<file path="src/rtl/alu_div16_seq.sv">
// ---------------------------------------------------------------------------
// alu_div16_seq -- sequential unsigned restoring divider (16-bit)
//
// Drives an external registered full subtractor (one cycle latency) and
// consumes its registered result. Every quotient bit costs two cycles:
// PRESENT (subtractor captures operands) and CAPTURE (commit one bit).
// The result is latched during DONE and stays stable until the next result.
//
// Optional feature macro: ALU_DIV_ZERO_CHECK_EN
//   defined     : a zero divisor skips the iteration (IDLE -> DONE), sets dz
//   not defined : a zero divisor runs the full sequence, dz is tied to 0
//
// Ports
//   clk        in   system clock, rising edge
//   rst        in   asynchronous reset, active low
//   start      in   request a division, sampled only in IDLE
//   dividend   in   [WIDTH] captured when start is accepted
//   divisor    in   [WIDTH] captured when start is accepted
//   busy       out  high in PRESENT / CAPTURE
//   done       out  one-cycle pulse; quotient/remainder/dz valid next cycle
//   quotient   out  [WIDTH] result quotient
//   remainder  out  [WIDTH] result remainder
//   dz         out  divide-by-zero flag
//   sub_a      out  [WIDTH] subtractor minuend
//   sub_b      out  [WIDTH] subtractor subtrahend
//   sub_bin    out  subtractor borrow-in (always 0)
//   sub_diff   in   [WIDTH] registered difference
//   sub_bout   in   registered borrow-out
//   dbg_state  out  [2] current FSM state (0 IDLE,1 PRESENT,2 CAPTURE,3 DONE)
//
// Handshake: start is a level request; it is accepted on the rising edge
// at which the FSM is in IDLE and start=1. No back-pressure exists; done is a
// single-cycle strobe and the result registers update on the following edge.
// ---------------------------------------------------------------------------
module alu_div16_seq #(
    parameter int WIDTH = 16
) (
    input  logic             clk,
    input  logic             rst,
    input  logic             start,
    input  logic [WIDTH-1:0] dividend,
    input  logic [WIDTH-1:0] divisor,
    output logic             busy,
    output logic             done,
    output logic [WIDTH-1:0] quotient,
    output logic [WIDTH-1:0] remainder,
    output logic             dz,
    output logic [WIDTH-1:0] sub_a,
    output logic [WIDTH-1:0] sub_b,
    output logic             sub_bin,
    input  logic [WIDTH-1:0] sub_diff,
    input  logic             sub_bout,
    output logic [1:0]       dbg_state
);

    typedef enum logic [1:0] {
        S_IDLE    = 2'd0,
        S_PRESENT = 2'd1,
        S_CAPTURE = 2'd2,
        S_DONE    = 2'd3
    } state_t;

    state_t           state_q, state_d;
    logic [WIDTH-1:0] r_q, r_d;       // partial remainder
    logic [WIDTH-1:0] q_q, q_d;       // shifting dividend / quotient
    logic [WIDTH-1:0] d_q, d_d;       // divisor
    logic [4:0]       cnt_q, cnt_d;   // bits still to commit
    logic [WIDTH-1:0] quot_q, quot_d;
    logic [WIDTH-1:0] rem_q, rem_d;
    logic             sub_ok;

    // Subtractor drive comes straight from registers, so it is stable for the
    // whole PRESENT/CAPTURE pair.
    assign sub_a     = {r_q[WIDTH-2:0], q_q[WIDTH-1]};
    assign sub_b     = d_q;
    assign sub_bin   = 1'b0;

    assign busy      = (state_q == S_PRESENT) || (state_q == S_CAPTURE);
    assign done      = (state_q == S_DONE);
    assign quotient  = quot_q;
    assign remainder = rem_q;
    assign dbg_state = state_q;

    // The shifted remainder is 17 bits wide; its top bit is r_q[MSB]. When it
    // is set the subtract always succeeds and the low bits of sub_diff are
    // exact, so the borrow-out is irrelevant.
    assign sub_ok = r_q[WIDTH-1] || !sub_bout;

`ifdef ALU_DIV_ZERO_CHECK_EN
    logic dz_q, dz_d;
    assign dz = dz_q;
`else
    assign dz = 1'b0;
`endif

    always_comb begin
        state_d = state_q;
        r_d     = r_q;
        q_d     = q_q;
        d_d     = d_q;
        cnt_d   = cnt_q;
        quot_d  = quot_q;
        rem_d   = rem_q;
`ifdef ALU_DIV_ZERO_CHECK_EN
        dz_d    = dz_q;
`endif
        case (state_q)
            S_IDLE: begin
                if (start) begin
                    q_d     = dividend;
                    d_d     = divisor;
                    r_d     = '0;
                    cnt_d   = 5'(WIDTH);
                    state_d = S_PRESENT;
`ifdef ALU_DIV_ZERO_CHECK_EN
                    dz_d = 1'b0;
                    // Zero divisor: load the final answer directly so DONE
                    // publishes it through the normal path.
                    if (divisor == '0) begin
                        q_d     = '1;
                        r_d     = dividend;
                        dz_d    = 1'b1;
                        state_d = S_DONE;
                    end
`endif
                end
            end
            S_PRESENT: begin
                state_d = S_CAPTURE;
            end
            S_CAPTURE: begin
                if (sub_ok) begin
                    r_d = sub_diff;
                    q_d = {q_q[WIDTH-2:0], 1'b1};
                end else begin
                    r_d = {r_q[WIDTH-2:0], q_q[WIDTH-1]};
                    q_d = {q_q[WIDTH-2:0], 1'b0};
                end
                cnt_d   = cnt_q - 5'd1;
                state_d = (cnt_q == 5'd1) ? S_DONE : S_PRESENT;
            end
            S_DONE: begin
                quot_d  = q_q;
                rem_d   = r_q;
                state_d = S_IDLE;
            end
            default: state_d = S_IDLE;
        endcase
    end

    always_ff @(posedge clk or negedge rst) begin
        if (!rst) begin
            state_q <= S_IDLE;
            r_q     <= '0;
            q_q     <= '0;
            d_q     <= '0;
            cnt_q   <= '0;
            quot_q  <= '0;
            rem_q   <= '0;
        end else begin
            state_q <= state_d;
            r_q     <= r_d;
            q_q     <= q_d;
            d_q     <= d_d;
            cnt_q   <= cnt_d;
            quot_q  <= quot_d;
            rem_q   <= rem_d;
        end
    end

`ifdef ALU_DIV_ZERO_CHECK_EN
    always_ff @(posedge clk or negedge rst) begin
        if (!rst) dz_q <= 1'b0;
        else      dz_q <= dz_d;
    end
`endif

endmodule

</file>
<file path="config.mk">
export PLATFORM = sky130hd
export DESIGN_NAME = alu_div16_seq
export DESIGN_NICKNAME = d
export VERILOG_FILES = /design/src/rtl/alu_div16_seq.sv
export SDC_FILE = /design/constraint.sdc
export NUM_CORES = 1
export LEC_CHECK = 0
export CAP_MARGIN = 20
export CORE_UTILIZATION = 50
export DETAILED_ROUTE_END_ITERATION = 10
export MAX_ROUTING_LAYER = met4
export PLACE_DENSITY = 0.86
export SYNTH_ARGS = -nofsm -noshare
export SYNTH_HDL_FRONTEND = slang
export SYNTH_SLANG_ARGS = --single-unit
</file>
<file path="constraint.sdc">
create_clock -name clk -period 5.1 [get_ports clk]
set_clock_uncertainty 0.15 [all_clocks]
set_input_delay 1.02 -clock clk [delete_from_list [all_inputs] [get_ports clk]]
set_output_delay 1.02 -clock clk [all_outputs]
set_load 0.005 [all_outputs]
</file>
==> reports/metrics.cfg <==
[cts]
h-tree-depth = 3
cts_hold_buf = 0
cts_root_buffer = clkbuf_8
post_cts_resized = 0
post_cts_buffers = 0
cts_buffer_depth = 2
clk_latency_ps = 350
cts_buffers = 9
clock-sinks = 87
clk_pin_slew_worst_paths_ps = 80
cts_tree = yes

[worst_setup_path]
worstPathMaxFanout = 33
cp-start-kind = flop
required_ps = 3930
cp.arrival_ps = 2230
cp-end-kind = output pin
path_class = flop to output pin

[final_layout]
seqCellArea_um2 = 2180
syn2layout_area_growth_pct = 34.7
drive_gt1_frac = 0.170
n_fill_cell = 532
antenna_cells = 0
multi_input_area_um2 = 1460
nets = 470
finish.utilization = 0.711

[placed_design]
dp.final_hpwl_mm = 5.59
port_buffers = 119
gp_congestion = 0.752

[timing]
post-route-min-period_ps = 3400
worstMarginPinSlew_ps = 1060
slew_violations = 0
rsz0062_at_grt = false
finalCritPeriodShare = 0.667
hold_viol_final = 0
holdWs_ps = 336
timing.fmax_mhz = 294
setup-violations-final = 0
relSlewSlack = 0.288
fin_setup_tns_ps = 0

[grt]
first_global_vias = 2614
grt_pass1_wl_mm = 13.3
grt_max_degree = 88
grt_overflow = 0
grt_usage = 0.218
grt_antenna_before_repair = 0

[drt]
wl_per_cell_um = 15.8
vias = 2691
via_per_inst = 5.22
drtAntennaViolNets = 0
firstDrtPassIters = 5
drt_iter0_drc = 122
drc = 0
totalWireLength_mm = 8.15

[worst_hold_path]
hold_path.class = flop to flop

[synthesis]
synth.yosys.seq_area_share = 0.560
ys_types = 30
synth_edf_count = 0
postSynthRegisterBits = 87
ys.flop_type = dfrtp_1
synthesis.instances = 314
synthesis.area_um2 = 3890
synth-async-reset-ratio = 1.00
ys_warn_count = 0
avgSynthCellArea_um2 = 12.4

[run_status]
status = completed

[power]
p_leak_nw = 2.39
vdd_drop_max_mv = 0.165
p_per_area_nw_per_um2 = 274

[floorplanning]
fp.dieH_um = 90.2
ios = 122
rows = 31
fp.coreArea_um2 = 7370
die_width_um = 90.2
dieArea_um2 = 8140
start_util = 0.528

[run]
drv_cap = 0

==> per-stage QoR <==
stage               cells  setup WS [ps]  cell area [um2]  power [mW]
global placement      499           2040             4980       0.903
floorplan             315           2900             3890       0.832
global route          516           1570             5240        1.50
CTS                   515           1650             5210        1.45
finish                516           1700             5240        1.44
detailed placement    499           2010             4980       0.911
==> path summary, 6_finish.rpt <==
check / cells after the start / slack [ps] / start / end
max reg2reg: 6 / 2650 / dbg_state[1] / q_q[8]
min in group asynchronous: 1 / 360 / rst / remainder[2]
max: 2 / 1700 / dbg_state[1] / done
min reg2reg: 1 / 340 / cnt_q[4] / dbg_state[1]
min: 1 / 340 / cnt_q[4] / dbg_state[1]
max in group asynchronous: 2 / 3850 / rst / q_q[7]
==> registers in the layout (all words and copies together) (netlist names) <==
name and flops:
r_q 16, quotient 16, cnt_q 5, sub_b 16
dbg_state 2, remainder 16, q_q 16
==> cell usage in the layout (no fill, tap or decap), types with 3 or more instances in the layout <==
master	instances
clkdlybuf4s50_1	118
dfrtp_1	87
mux2_2	47
nand2_1	36
mux2i_1	31
o21ai_0	29
clkbuf_8	11
inv_1	6
ha_1	5
o22ai_1	4
o21ai_1	4
nand2b_1	3
a21oi_1	3
nor2b_1	3
buf_4	3
==> cell usage after synthesis, types with 2 or more instances <==
cell type | number | area (um2)
buf_2 | 7 | 35.0
o22ai_1 | 4 | 25.0
o21ai_0 | 29 | 145
ha_1 | 6 | 75.1
buf_6 | 2 | 22.5
clkbuf_1 | 2 | 7.51
inv_1 | 6 | 22.5
a21oi_1 | 3 | 15.0
nor2b_1 | 4 | 25.0
buf_4 | 25 | 188
or4b_1 | 2 | 20.0
mux2i_1 | 31 | 310
o21ai_1 | 4 | 20.0
dfrtp_1 | 87 | 2180
mux2_1 | 2 | 22.5
nand3_1 | 2 | 10.0
nand2b_1 | 3 | 18.8
nand3b_1 | 2 | 15.0
nand2_1 | 36 | 135
mux2_2 | 47 | 529
==> worst max-delay path, stage by stage, from the launching register on <==
cell	delay, ps
dfrtp_1	450
ha_2	790
clkdlybuf4s50_1	640
==> layout make-up <==
class,instances,share of cell area
Sequential cell,87,0.415
Clock buffer,11,0.0289
Tap cell,99,0.0236
Clock inverter,5,0.0153
Inverter,6,0.00430
Multi-Input combinational cell,186,0.278
Timing Repair Buffer,122,0.235
==> metal layers <==
metal	track usage	vias to the layer above	wire length, um
li1	-	1257	-
met1	0.273	1321	3560
met5	-	-	0
met4	0.0685	0	119
met3	0.0618	10	499
met2	0.343	103	3970
==> power breakdown <==
part	switching [mW]	total (mW)	internal (mW)	leakage (nW)
combinational	0.0551	0.143	0.0881	1.16
clock	0.236	0.537	0.302	0.112
sequential	0.0325	0.756	0.723	1.12
total	0.323	1.44	1.11	2.39
==> logic make-up (layout without fill, tap and decap cells) <==
| group | count (synthesis) | in the layout | share of synthesized area |
|---|---|---|---|
| mux | 81 | 81 | 0.225 |
| fa+ha+maj | 6 | 6 | 0.0193 |
| compound gates | 45 | 45 | 0.0624 |
| flops | 87 | 87 | 0.560 |
| other cells | 1 | 2 | 0.000964 |
| buf+inv | 42 | 144 | 0.0708 |
| simple gates | 52 | 52 | 0.0618 |
No activity file was read; power rests on OpenSTA's default activity.
